[src/rtl/jk_bank_driver.sv]
// Write-side controller for a bank of JK flip-flops: accepts a target word, drives one cycle of J/K
// excitation, settles, verifies Q readback and retries. Optional macro JK_TOGGLE_PREF_EN selects toggle-preferred excitation.
module jk_bank_driver #(
  parameter int unsigned WIDTH      = 4,
  parameter int unsigned SETTLE_CYC = 1,
  parameter int unsigned MAX_RETRY  = 1
) (
  input  logic             clk,
  input  logic             rst,
  input  logic             tgt_valid,
  output logic             tgt_ready,
  input  logic [WIDTH-1:0] tgt_data,
  input  logic [WIDTH-1:0] q_fb,
  output logic [WIDTH-1:0] j_out,
  output logic [WIDTH-1:0] k_out,
  output logic             busy,
  output logic             done,
  output logic             mismatch,
  output logic [WIDTH-1:0] err_mask,
  output logic [2:0]       retry_cnt
);

  localparam int unsigned SW = (SETTLE_CYC > 1) ? $clog2(SETTLE_CYC) : 1;

  typedef enum logic [1:0] {S_IDLE, S_DRIVE, S_SETTLE, S_CHECK} state_t;

  state_t           r_state;
  logic [WIDTH-1:0] r_tgt;
  logic [WIDTH-1:0] r_j;
  logic [WIDTH-1:0] r_k;
  logic             r_busy;
  logic             r_done;
  logic             r_mis;
  logic [WIDTH-1:0] r_err;
  logic [2:0]       r_retry;
  logic [SW-1:0]    r_settle;

  logic [WIDTH-1:0] w_exc_t;
  logic [WIDTH-1:0] w_j;
  logic [WIDTH-1:0] w_k;
  logic             w_accept;

  // Excitation target is the incoming word at accept and the latched word on retry.
  always_comb begin
    w_exc_t = (r_state == S_IDLE) ? tgt_data : r_tgt;
`ifdef JK_TOGGLE_PREF_EN
    w_j = q_fb | w_exc_t;
    w_k = ~(q_fb & w_exc_t);
`else
    w_j = ~q_fb & w_exc_t;
    w_k = q_fb & ~w_exc_t;
`endif
  end

  assign tgt_ready = (r_state == S_IDLE) && !r_busy && !rst;
  assign w_accept  = tgt_valid && tgt_ready;

  always_ff @(posedge clk or posedge rst) begin
    if (rst) begin
      r_state  <= S_IDLE;
      r_tgt    <= '0;
      r_j      <= '0;
      r_k      <= '0;
      r_busy   <= 1'b0;
      r_done   <= 1'b0;
      r_mis    <= 1'b0;
      r_err    <= '0;
      r_retry  <= '0;
      r_settle <= '0;
    end else begin
      r_done <= 1'b0;
      case (r_state)
        S_IDLE: begin
          if (w_accept) begin
            r_tgt   <= tgt_data;
            r_j     <= w_j;
            r_k     <= w_k;
            r_retry <= '0;
            r_mis   <= 1'b0;
            r_err   <= '0;
            r_busy  <= 1'b1;
            r_state <= S_DRIVE;
          end
        end
        S_DRIVE: begin
          r_j      <= '0;
          r_k      <= '0;
          r_settle <= SW'(SETTLE_CYC - 1);
          r_state  <= S_SETTLE;
        end
        S_SETTLE: begin
          if (r_settle == '0) r_state <= S_CHECK;
          else                r_settle <= r_settle - SW'(1);
        end
        S_CHECK: begin
          if (q_fb == r_tgt) begin
            r_done  <= 1'b1;
            r_mis   <= 1'b0;
            r_err   <= '0;
            r_busy  <= 1'b0;
            r_state <= S_IDLE;
          end else if (r_retry < 3'(MAX_RETRY)) begin
            r_retry <= r_retry + 3'd1;
            r_j     <= w_j;
            r_k     <= w_k;
            r_state <= S_DRIVE;
          end else begin
            r_done  <= 1'b1;
            r_mis   <= 1'b1;
            r_err   <= q_fb ^ r_tgt;
            r_busy  <= 1'b0;
            r_state <= S_IDLE;
          end
        end
        default: r_state <= S_IDLE;
      endcase
    end
  end

  assign j_out     = r_j;
  assign k_out     = r_k;
  assign busy      = r_busy;
  assign done      = r_done;
  assign mismatch  = r_mis;
  assign err_mask  = r_err;
  assign retry_cnt = r_retry;

endmodule

[config.mk]
export PLATFORM = sky130hd
export DESIGN_NAME = jk_bank_driver
export DESIGN_NICKNAME = d
export VERILOG_FILES = /design/src/rtl/jk_bank_driver.sv
export SDC_FILE = /design/constraint.sdc
export NUM_CORES = 1
export LEC_CHECK = 0
export CAP_MARGIN = 20
export CELL_PAD_IN_SITES_DETAIL_PLACEMENT = 0
export CELL_PAD_IN_SITES_GLOBAL_PLACEMENT = 2
export CORE_MARGIN = 2
export CORE_UTILIZATION = 38
export DETAILED_ROUTE_END_ITERATION = 10
export DONT_BUFFER_PORTS = 1
export PLACE_DENSITY_LB_ADDON = 0.1
export SLEW_MARGIN = 5
export SYNTH_ARGS = -nofsm -noshare
export SYNTH_HDL_FRONTEND = slang
export SYNTH_SLANG_ARGS = --single-unit
[constraint.sdc]
create_clock -name clk -period 2.75 [get_ports clk]
set_input_delay 0.825 -clock clk [delete_from_list [all_inputs] [get_ports clk]]
set_output_delay 0.825 -clock clk [all_outputs]
set_load 0.02 [all_outputs]
After elaboration in Yosys (flattened, before gate mapping)

Index checks and enable logic that the tools add are counted.

Register bits: 25
Output and inout bits: 19

Eq/ne operators: 9
Order comparisons: 1
Multiplexer cells: 35
Bitwise logic cells: 5
Reductions and logical operators: 14
Add/sub/neg operators: 2

Operators with widths:

| operator                                                                     | count |
|---|---|
| 4-bit 2-to-1 mux                                                             | 10 |
| 4-bit one-hot mux with 3 select lines                                        | 2 |
| 1-bit 2-to-1 mux                                                             | 12 |
| 3-bit 2-to-1 mux                                                             | 3 |
| 4-bit bitwise AND                                                            | 2 |
| 2-bit inequality test, second input constant                                 | 4 |
| 4-bit NOT                                                                    | 2 |
| 2-bit one-hot mux with 4 select lines                                        | 1 |
| 4-bit one-hot mux with 2 select lines                                        | 1 |
| 4-bit AND reduction                                                          | 2 |
| 1-bit one-hot mux with 2 select lines                                        | 3 |
| 3-bit one-hot mux with 2 select lines                                        | 1 |
| 2-bit equality test, second input constant                                   | 2 |
| 4-bit equality test                                                          | 1 |
| 2-bit 2-to-1 mux                                                             | 2 |
| 2-bit AND reduction                                                          | 2 |
| 2-bit nonzero test                                                           | 2 |
| 4-bit bitwise XOR                                                            | 1 |
| 3-bit by 1-bit adder with 3-bit output, second input constant                | 1 |
| 1-bit logical AND                                                            | 3 |
| 3-bit by 1-bit less-than comparator with 1-bit output, second input constant | 1 |
| 3-bit inequality test, second input constant                                 | 1 |
| 3-bit AND reduction                                                          | 1 |
| 3-bit nonzero test                                                           | 1 |
| other kinds (4)                                                              | 5 |

Depth between registers and ports, before layout

Depth after elaboration: 7
Mapped depth: 7
Gate-level depth less buffers: 6

Least setup slack after synthesis

Ideal clock, no wire load.

Path kind: reg-to-output
From: register r_state[0]
To: output tgt_ready
Buffers on the path: 1
Stages on the path, launching flop included: 5
Setup slack: 0.372 ns
Data arrival time: 1.553 ns
Cell sequence: dfrtp_1 inv_1 ha_1 clkbuf_1 nor3b_1

Word-level cells in the longest chain between the ends: 3

Ends and longest elaborated chain:

| element                         | line | text |
|---|---|---|
| start, declared                 | 27   | `state_t r_state;` |
| start signal, assigned          | 60   | `r_state <= S_IDLE;` |
| start signal, assigned          | 82   | `r_state <= S_DRIVE;` |
| start signal, assigned          | 89   | `r_state <= S_SETTLE;` |
| 2-bit zero test                 | 55   | `assign tgt_ready = (r_state == S_IDLE) && !r_busy && !rst;` |
| 1-bit logical AND (2 in series) | 55   |  |
| end, declared                   | 11   | `output logic tgt_ready,` |

No other way between the ends.

Final worst setup path

Ends and elaborated chain as after synthesis.

==> impl_metrics.ini <==
[status]
status = completed

[critical_path]
cp_data_required_time_ps = 1930
crit_start = r_state[0]
crit_path_top_delay_cell = dfrtp_1
cp_num_buf_inv = 2
start_kind = flop
arrival_ps = 1690
crit_path_max_incr_delay_ps = 420
endpoint_kind = output port
critical_path_class = flop to output port
worstPathMaxFanout = 5
cp_cell_sequence = inv_1 > ha_1 > nor3b_1 > buf_4
reg2reg_from = r_state[0]
crit_family = flip-flops

[synth]
synth.avg_cell_area_um2 = 10.8
yosys-top-cells-area = dfrtp_1, mux2_2, ha_1
synth_area_mm2 = 0.00127
synth_top_area_share = 0.474
yosys_register_bits = 24
yosysSeqAreaShare = 0.474
synth_nets = 134
ys_types = 25
yosysTopAreaCell = dfrtp_1
synth_cells = 117
yosys_warnings = 0

[detailed_routing]
wirelength_um = 2640
dr.pass1.iters = 4
drc = 0
met3WireLength_um = 178
vias = 895
ant_nets = 0
dr_wl_met2_um = 1270
initialDrtViolationCount = 26
highest_layer = met4
post_drt_wl_per_cell_um = 15.9
avgViaCountPerCell = 5.39
wl_met1_um = 1170

[timing]
maxSlewViolCount = 0
fin_crit_sh = 0.915
rsz0062_at_grt = false
worst_slew_pin_slew_ps = 911
clock.fmax_mhz = 398
final.min_clock_period_ps = 2510
fin_skew_ps = 2.45
hold_ws_ps = 578
slew_headroom = 0.392
tns_ps = 0
worst_slack_ps = 235
setup_viol = 0
hold_viol_final = 0

[hold_path]
hold_path.class = flop to flop
min_from = r_tgt[0]

[clock_tree]
clkTransAtPathRegs_ps = 130
cts_tree = done
cts-buffers-inserted = 3
clk_latency_ps = 310
clock_tree.buffer_depth = 2
cts_resized = 0
ctsRootBufferMaster = clkbuf_4
cts_hold_buf = 0
post_cts_buffers = 0
htreeDepth = 1
clkSinkCount = 24

[job]
maxCapViolations = 0

[power]
p_per_area_mw_per_mm2 = 1250
p_leak_nw = 0.607
seqPwrFrac = 0.435
power_frac_clock = 0.108
max-vdd-ir-drop_v = 0.000381
p_sw_uw = 781
p_int_uw = 946
power_mw = 1.73
switching_share = 0.452
p_comb_frac = 0.457

[finish]
drive_gt1_frac = 0.172
antenna_cells = 0
post-route-util = 0.445
final_cells = 166
layout_commonest_cell = dfrtp_1
nets = 140
area_growth_pct = 8.88
final_cell_mix = dfrtp_1, nand2_1, mux2_2
final_area_mm2 = 0.00138

[placement]
post-place-ws_ps = 409
placed_cells = 162
place_congestion = 0.757
hpwl_um = 2030
postPlaceCellArea_mm2 = 0.00134
portBuffers = 0

[global_routing]
overflow = 0
grt_pass1_wl_um = 4330
grt_pass1_vias = 921
antenna_found_initial = 0
grt_max_degree = 25
grtUsageTotal = 0.159

[die]
io_pins = 30
die_area_mm2 = 0.00381
die_w_um = 61.8
start_util = 0.408
fp.dieH_um = 61.8
rows = 20
core_mm2 = 0.00310
[power groups by stage]
stage	combinational (mW)	sequential [mW]	clock, mW
after floorplan	0.630	0.731	0
after global placement	0.796	0.757	0
after detailed placement	0.807	0.763	0
after CTS	0.810	0.755	0.199
after global routing	0.903	0.780	0.220
final	0.789	0.752	0.186
[flip-flops by register name, summed over array words and instances, names as in the netlist]
name,flops
r_tgt,4
retry_cnt,3
done,1
k_out,4
r_state,2
j_out,4
busy,1
err_mask,4
mismatch,1
[routing by layer]
layer  global-route usage  up-vias
met3               0.0538        2
met2                0.259       22
met4               0.0547        0
met1                0.197      446
li1                     -      425
met5                    0        -
[area by class of cell]
class                   count  area (um^2)
clock buffers               4         36.3
fillers                   323         1720
inverters                  10         37.5
multi-input cells          79          613
flip-flops and latches     24          601
well taps                  44         55.1
repair buffers              5         37.5
[logic make-up after synthesis]
kind of cell	count (synthesis)	synth area share
AO/OA/AOI/OAI	20	0.124
XOR/XNOR	4	0.0276
adder cells (fa/ha/maj)	6	0.0592
buffers and inverters	14	0.0424
flip-flops	24	0.474
multiplexers	18	0.153
AND/OR/NAND/NOR	31	0.119
[synth_stat cells (all sizes together)]
cell	instances
a2111oi	1
a21oi	1
a32o	1
buf	1
clkbuf	3
dfrtp	24
ha	6
inv	10
mux2	11
mux2i	7
nand2	13
nand3	4
nand3b	2
nor2	4
nor3	3
nor3b	4
o21ai	8
o21bai	1
o221ai	1
o22ai	1
o311ai	4
o31ai	1
o41a	1
or4	1
xor2	4
[worst paths after layout]
check                            endpoint  slack (ps)  depth (start not counted)
max in group asynchronous            busy        1620                          1
worst max-delay path            tgt_ready         240                          4
worst max register to register   j_out[2]         810                          6
worst min register to register   r_tgt[0]         580                          1
min in group asynchronous        k_out[3]         590                          1
worst min-delay path             r_tgt[0]         580                          1
(Power assumes the default switching activity.)
